===== src/rtl/writeback_arbiter_if.sv =====
`default_nettype none
// ============================================================================
// Module  : writeback_arbiter_if
// Brief   : ALU/load result handshakes and register-file write port bundle.
// Revision: 1.0 - initial release
// ============================================================================
interface writeback_arbiter_if;
    logic        alu_valid;
    logic [4:0]  alu_addr;
    logic [31:0] alu_data;
    logic        alu_ready;
    logic        mem_valid;
    logic [4:0]  mem_addr;
    logic [31:0] mem_data;
    logic        mem_ready;
    logic        reg_write;
    logic [4:0]  write_addr;
    logic [31:0] write_data;
    logic [31:0] pend_mask;

    modport master (
        output alu_valid, alu_addr, alu_data, mem_valid, mem_addr, mem_data,
        input  alu_ready, mem_ready, reg_write, write_addr, write_data, pend_mask
    );

    modport slave (
        input  alu_valid, alu_addr, alu_data, mem_valid, mem_addr, mem_data,
        output alu_ready, mem_ready, reg_write, write_addr, write_data, pend_mask
    );
endinterface
`default_nettype wire


===== src/rtl/writeback_arbiter.sv =====
`default_nettype none
// ============================================================================
// Module  : writeback_arbiter
// Brief   : Single-port register writeback arbiter; ALU results bypass a
//           load-result FIFO, with WAW ordering and head-starvation relief.
// Revision: 1.0 - initial release
// ============================================================================
module writeback_arbiter #(
    parameter int DEPTH        = 4,
    parameter int STARVE_LIMIT = 8
) (
    input  wire logic         clk,
    input  wire logic         reset,
    writeback_arbiter_if.slave wb
);

    localparam int c_PTR_W = (DEPTH > 1) ? $clog2(DEPTH) : 1;
    localparam int c_CNT_W = c_PTR_W + 1;
    localparam int c_STV_W = $clog2(STARVE_LIMIT + 1);
    localparam logic [c_CNT_W-1:0] c_DEPTH  = c_CNT_W'(DEPTH);
    localparam logic [c_STV_W-1:0] c_STARVE = c_STV_W'(STARVE_LIMIT);

    logic [4:0]          addr_q [DEPTH];
    logic [31:0]         data_q [DEPTH];
    logic [DEPTH-1:0]    valid_q, valid_d;
    logic [c_PTR_W-1:0]  wptr_q, wptr_d, rptr_q, rptr_d;
    logic [c_CNT_W-1:0]  count_q, count_d;
    logic [c_STV_W-1:0]  starve_q, starve_d;
    logic                reg_write_q, reg_write_d;
    logic [4:0]          waddr_q, waddr_d;
    logic [31:0]         wdata_q, wdata_d;

    logic        w_full, w_empty, w_waw, w_starved, w_alu_rdy;
    logic        w_alu_fire, w_push, w_pop;
    logic [31:0] w_pend;

    // Scan buffered loads for pending destinations and WAW hazards.
    always_comb begin
        w_waw  = 1'b0;
        w_pend = '0;
        for (int i = 0; i < DEPTH; i++) begin
            if (valid_q[i] && (addr_q[i] != 5'd0)) begin
                w_pend[addr_q[i]] = 1'b1;
                if (addr_q[i] == wb.alu_addr) begin
                    w_waw = 1'b1;
                end
            end
        end
    end

    assign w_full     = (count_q == c_DEPTH);
    assign w_empty    = (count_q == '0);
    assign w_starved  = (starve_q == c_STARVE);
    assign w_alu_rdy  = !w_waw && !w_starved;
    assign w_alu_fire = wb.alu_valid && w_alu_rdy;
    assign w_push     = wb.mem_valid && !w_full;
    // Empty test uses current occupancy so a fresh push is never popped same cycle.
    assign w_pop      = !w_alu_fire && !w_empty;

    always_comb begin
        valid_d     = valid_q;
        wptr_d      = wptr_q;
        rptr_d      = rptr_q;
        starve_d    = starve_q;
        reg_write_d = 1'b0;
        waddr_d     = waddr_q;
        wdata_d     = wdata_q;
        count_d     = count_q + c_CNT_W'(w_push) - c_CNT_W'(w_pop);

        if (w_pop) begin
            valid_d[rptr_q] = 1'b0;
            rptr_d          = rptr_q + c_PTR_W'(1);
        end
        if (w_push) begin
            valid_d[wptr_q] = 1'b1;
            wptr_d          = wptr_q + c_PTR_W'(1);
        end

        if (w_pop || w_empty) begin
            starve_d = '0;
        end else if (!w_starved) begin
            starve_d = starve_q + c_STV_W'(1);
        end

        if (w_alu_fire) begin
            reg_write_d = (wb.alu_addr != 5'd0);
            waddr_d     = wb.alu_addr;
            wdata_d     = wb.alu_data;
        end else if (w_pop) begin
            reg_write_d = (addr_q[rptr_q] != 5'd0);
            waddr_d     = addr_q[rptr_q];
            wdata_d     = data_q[rptr_q];
        end
    end

    always_ff @(posedge clk or posedge reset) begin
        if (reset) begin
            valid_q     <= '0;
            wptr_q      <= '0;
            rptr_q      <= '0;
            count_q     <= '0;
            starve_q    <= '0;
            reg_write_q <= 1'b0;
            waddr_q     <= '0;
            wdata_q     <= '0;
        end else begin
            valid_q     <= valid_d;
            wptr_q      <= wptr_d;
            rptr_q      <= rptr_d;
            count_q     <= count_d;
            starve_q    <= starve_d;
            reg_write_q <= reg_write_d;
            waddr_q     <= waddr_d;
            wdata_q     <= wdata_d;
        end
    end

    // Payload storage needs no reset; entries are qualified by valid_q.
    always_ff @(posedge clk) begin
        if (w_push) begin
            addr_q[wptr_q] <= wb.mem_addr;
            data_q[wptr_q] <= wb.mem_data;
        end
    end

    assign wb.alu_ready  = w_alu_rdy;
    assign wb.mem_ready  = !w_full;
    assign wb.reg_write  = reg_write_q;
    assign wb.write_addr = waddr_q;
    assign wb.write_data = wdata_q;
    assign wb.pend_mask  = w_pend;

endmodule
`default_nettype wire

===== src/flat_wrapper.sv =====
// flat-port wrapper written by rule: the top's interface ports become plain ports
module writeback_arbiter_flat 
#(
    parameter int DEPTH        = 4,
    parameter int STARVE_LIMIT = 8
)
  (clk, reset, wb_alu_valid, wb_alu_addr, wb_alu_data, wb_mem_valid, wb_mem_addr, wb_mem_data, wb_alu_ready, wb_mem_ready, wb_reg_write, wb_write_addr, wb_write_data, wb_pend_mask);
  writeback_arbiter_if wb_i ();
  input  wire logic clk;
  input  wire logic reset;
  input wire logic [$bits(wb_i.alu_valid)-1:0] wb_alu_valid;
  input wire logic [$bits(wb_i.alu_addr)-1:0] wb_alu_addr;
  input wire logic [$bits(wb_i.alu_data)-1:0] wb_alu_data;
  input wire logic [$bits(wb_i.mem_valid)-1:0] wb_mem_valid;
  input wire logic [$bits(wb_i.mem_addr)-1:0] wb_mem_addr;
  input wire logic [$bits(wb_i.mem_data)-1:0] wb_mem_data;
  output wire logic [$bits(wb_i.alu_ready)-1:0] wb_alu_ready;
  output wire logic [$bits(wb_i.mem_ready)-1:0] wb_mem_ready;
  output wire logic [$bits(wb_i.reg_write)-1:0] wb_reg_write;
  output wire logic [$bits(wb_i.write_addr)-1:0] wb_write_addr;
  output wire logic [$bits(wb_i.write_data)-1:0] wb_write_data;
  output wire logic [$bits(wb_i.pend_mask)-1:0] wb_pend_mask;
  assign wb_i.alu_valid = wb_alu_valid;
  assign wb_i.alu_addr = wb_alu_addr;
  assign wb_i.alu_data = wb_alu_data;
  assign wb_i.mem_valid = wb_mem_valid;
  assign wb_i.mem_addr = wb_mem_addr;
  assign wb_i.mem_data = wb_mem_data;
  assign wb_alu_ready = wb_i.alu_ready;
  assign wb_mem_ready = wb_i.mem_ready;
  assign wb_reg_write = wb_i.reg_write;
  assign wb_write_addr = wb_i.write_addr;
  assign wb_write_data = wb_i.write_data;
  assign wb_pend_mask = wb_i.pend_mask;
  writeback_arbiter #(.DEPTH(DEPTH), .STARVE_LIMIT(STARVE_LIMIT)) u_core (.clk(clk), .reset(reset), .wb(wb_i));
endmodule

===== config.mk =====
export PLATFORM = sky130hd
export DESIGN_NAME = writeback_arbiter_flat
export DESIGN_NICKNAME = d
export VERILOG_FILES = /design/src/rtl/writeback_arbiter_if.sv /design/src/rtl/writeback_arbiter.sv /design/src/flat_wrapper.sv
export SDC_FILE = /design/constraint.sdc
export NUM_CORES = 1
export LEC_CHECK = 0
export BUFFER_PORTS_ARGS = -buffer_cell sky130_fd_sc_hd__buf_2
export CAP_MARGIN = 10
export CORE_UTILIZATION = 55
export CTS_CLUSTER_SIZE = 24
export DETAILED_ROUTE_END_ITERATION = 7
export PLACE_DENSITY = 0.89
export SLEW_MARGIN = 20
export SYNTH_ARGS = -nofsm -noshare
export SYNTH_HDL_FRONTEND = slang
export SYNTH_SLANG_ARGS = --single-unit

===== constraint.sdc =====
create_clock -name clk -period 5.2 [get_ports clk]
set_clock_uncertainty 0.1 [all_clocks]
set_input_delay 0.52 -clock clk [delete_from_list [all_inputs] [get_ports clk]]
set_output_delay 0.52 -clock clk [all_outputs]
set_load 0.02 [all_outputs]

==> impl_metrics.py <==
metrics = {
    "die": {
        "fp.coreArea_sq_um": 16800,
        "dieArea_sq_um": 17900,
        "rows": 47,
        "die_h_um": 134,
        "die_w_um": 134,
        "start_util_pct": 57.1,
        "io-pin-count": 150,
    },
    "global_route": {
        "gr-usage-all-layers_pct": 25.5,
        "grt_pass1_vias": 6295,
        "grt_pass1_wl_um": 34600,
        "grt_max_degree": 54,
        "grt.overflow.total": 0,
        "antenna_found_initial": 2,
    },
    "setup_path": {
        "cp.required_ns": 5.47,
        "max_stage_delay_ns": 0.66,
        "path_buf_inv": 2,
        "worst_setup_path_start_kind": "register",
        "critPathTopFamily": "adder cells",
        "end_kind": "register",
        "path_max_fanout": 16,
        "arrival_ns": 3.60,
        "worstSetupPathType": "register to register",
        "crit_chain": "xor2_1 -> nor4_1 -> a21oi_4 -> a31oi_1 -> ha_1 -> inv_1 -> ha_1 -> inv_1 -> fa_1 -> xnor2_1 -> xnor2_1",
        "cp_slowest_cell": "edfxtp_1",
    },
    "power_and_ir_drop": {
        "peakVddDrop_v": 0.000338,
        "p_leak_nw": 4.37,
        "p_per_area_nw_per_um2": 557,
    },
    "routing": {
        "final_antenna_net_count": 0,
        "drc": 0,
        "drt-vias-per-instance": 6.03,
        "drt_iter0_markers": 632,
        "routed_wl_um": 22700,
        "routedWlPerCell_um": 21.5,
        "via_count": 6347,
        "drt_pass1_iterations": 5,
    },
    "sta": {
        "max_freq_mhz": 300,
        "rsz0062_at_grt": "false",
        "hold_viol": 0,
        "setup_viol": 0,
        "worst_pin_slew_ns": 1.05,
        "timing.final.crit_share_pct": 64.1,
        "slew_headroom_pct": 29.8,
        "fin_crit_ns": 3.33,
        "report.final.slew_viol_count": 0,
        "fin_tns_setup_ns": 0,
    },
    "synth": {
        "synth_top_area_cell": "edfxtp_1",
        "yosys_warnings": 0,
        "syn-num-nets": 788,
        "ys.flop_type": "edfxtp_1",
        "syn_avg_cell_area_sq_um": 13.7,
        "postSynthCellCount": 697,
        "syn_area_sq_um": 9560,
        "synth-seq-cells": 201,
        "async_flop_share_pct": 26.4,
        "synth_top_area_share_pct": 46.5,
        "yosys.cell_types.count": 57,
        "ys_seq_area_share_pct": 60.3,
        "ys_top_cells_by_area": "edfxtp_1 46%, dfrtp_1 14%, mux4_2 8.7%",
        "synth_edf_count": 148,
    },
    "status": {
        "status": "completed",
    },
    "min_path": {
        "holdCritPathClass": "input port to asynchronous set/reset pin",
    },
    "cts": {
        "cts_inserted_buffers": 21,
        "numClockSinks": 201,
        "insertion_delay_ns": 0.49,
        "path_clk_slew_ns": 0.07,
        "cts_tree": "done",
        "ctsResizeCount": 0,
        "cts_setup_buffers": 0,
        "cts_max_level": 1,
        "max-clock-path-buffers": 3,
        "cts_hold_buf": 0,
        "cts-root-buf": "clkbuf_16",
    },
    "layout": {
        "diodes": 0,
        "multi_input_area_sq_um": 3500,
        "nets": 909,
        "drive_above_1_share_pct": 32.7,
        "area_growth_pct": 15.2,
        "final_area_sq_um": 11000,
        "seq_area_sq_um": 5770,
        "fillers": 1228,
    },
    "job": {
        "drv_cap": 0,
    },
    "place": {
        "gp_congestion": 0.952,
        "placed_area_sq_um": 10400,
        "dp_hpwl_um": 14200,
        "portBuffers": 148,
    },
}
per-stage QoR:
step / hold slack, ns / std cells / utilization, % / setup WS (ns) / power [mW]
6_report: 0.144 / 1053 / 65.7 / 1.87 / 6.13
3_3_place_gp: 0.393 / 1015 / 61.9 / 1.93 / 4.66
4_1_cts: 0.131 / 1053 / 65.7 / 1.92 / 6.17
3_5_place_dp: 0.396 / 1015 / 61.9 / 1.88 / 4.75
5_1_grt: 0.130 / 1053 / 65.7 / 1.73 / 6.43
2_1_floorplan: 0.362 / 697 / - / 2.12 / 4.09
final cells by class:
| cell class | instances | share of cell area [%] |
|---|---|---|
| well taps | 220 | 2.50 |
| multi-input cells | 426 | 31.8 |
| clock buffers | 24 | 4.87 |
| repair buffers | 151 | 6.93 |
| flip-flops and latches | 201 | 52.4 |
| clock inverters | 14 | 0.954 |
| inverters | 17 | 0.579 |
layer usage:
layer | vias up | track usage [%] | share of wire, %
li1 | 2847 | - | -
met1 | 3138 | 35.0 | 41
met2 | 314 | 41.9 | 49
met3 | 44 | 4.01 | 7.8
met4 | 4 | 8.21 | 2.4
met5 | - | 0 | 0.079
cells by family (layout without fill, tap and decap cells):
kind of cell	Yosys count	after routing	share of synthesized area [%]
adders and majority gates	13	13	1.78
other	1	1	0.0392
xor gates and xnor gates	26	26	2.38
DFF	201	201	60.3
buffers and inverters	70	206	3.14
AOI/OAI and AO/OA	73	73	6.21
muxes	76	76	14.5
and+or+nand+nor	237	237	11.6
cell usage in the layout, fill, tap and decap left out, types with 3 or more instances in the layout:
cell type / instances
nor4_1: 3
o211ai_1: 7
and2_1: 3
buf_4: 3
inv_2: 5
ha_1: 12
mux2_2: 7
a221oi_1: 3
edfxtp_1: 148
inv_1: 12
clkbuf_16: 21
xnor2_1: 13
nand3b_1: 5
and3_1: 4
nand3_1: 8
nand4_1: 6
mux4_2: 37
clkinv_1: 5
nor2_1: 22
nand2_1: 136
o21ai_0: 4
nor3b_1: 4
xor2_1: 13
a221o_1: 8
nor2b_1: 8
nor3_1: 12
nand2b_1: 10
a41oi_1: 4
o22ai_1: 8
a21oi_1: 3
clkinv_2: 3
a32oi_1: 6
dfrtp_1: 51
a22oi_1: 11
buf_2: 148
mux2_4: 31
o221ai_1: 13
clkbuf_1: 3
registers in the layout, summed over array words and instances, names as in the netlist:
name / flops
u_core.wptr_q: 2
u_core.starve_q: 4
u_core.valid_q: 4
u_core.data_q: 128
u_core.addr_q: 20
u_core.wb.reg_write: 1
u_core.wb.write_data: 32
u_core.count_q: 3
u_core.wb.write_addr: 5
u_core.rptr_q: 2
worst paths after layout:
path	endpoint	depth (start not counted)	start	slack [ns]
max in group asynchronous	u_core.rptr_q[1]	3	reset	4.31
worst min-delay path	u_core.wb.write_data[25]	3	reset	0.14
worst max register to register	u_core.count_q[2]	11	u_core.addr_q[2][0]	1.87
worst max-delay path	u_core.count_q[2]	11	u_core.addr_q[2][0]	1.87
worst min register to register	u_core.starve_q[0]	1	u_core.starve_q[0]	0.40
min in group clk	u_core.data_q[3][3]	1	wb_mem_data[3]	0.15
power breakdown:
group	switching [mW]	internal [mW]	total, mW
clock	0.603	0.797	1.40
sequential	0.391	2.19	2.58
combinational	1.18	0.965	2.15
worst min-delay path, cell delays in order:
cell   delay (ns)
buf_2        0.10
inv_2        0.03
buf_4        0.59
cell usage after synthesis, types with 2 or more instances:
| cell | number |
|---|---|
| a21oi_1 | 3 |
| a221o_1 | 8 |
| a221oi_1 | 3 |
| a22oi_1 | 11 |
| a32oi_1 | 6 |
| a41oi_1 | 4 |
| and2_1 | 3 |
| and3_1 | 4 |
| buf_1 | 2 |
| buf_2 | 6 |
| buf_4 | 2 |
| buf_6 | 3 |
| clkbuf_1 | 40 |
| dfrtp_1 | 53 |
| edfxtp_1 | 148 |
| ha_1 | 12 |
| inv_1 | 17 |
| mux2_2 | 7 |
| mux2_4 | 31 |
| mux4_2 | 37 |
| nand2_1 | 136 |
| nand2b_1 | 10 |
| nand3_1 | 8 |
| nand3b_1 | 5 |
| nand4_1 | 6 |
| nor2_1 | 22 |
| nor2b_1 | 8 |
| nor3_1 | 13 |
| nor3b_1 | 4 |
| nor4_1 | 3 |
| o211ai_1 | 7 |
| o21ai_0 | 4 |
| o221ai_1 | 13 |
| o22ai_1 | 8 |
| or3_1 | 3 |
| or4_1 | 2 |
| xnor2_1 | 13 |
| xor2_1 | 13 |
Power figures use the tool's default switching activity.
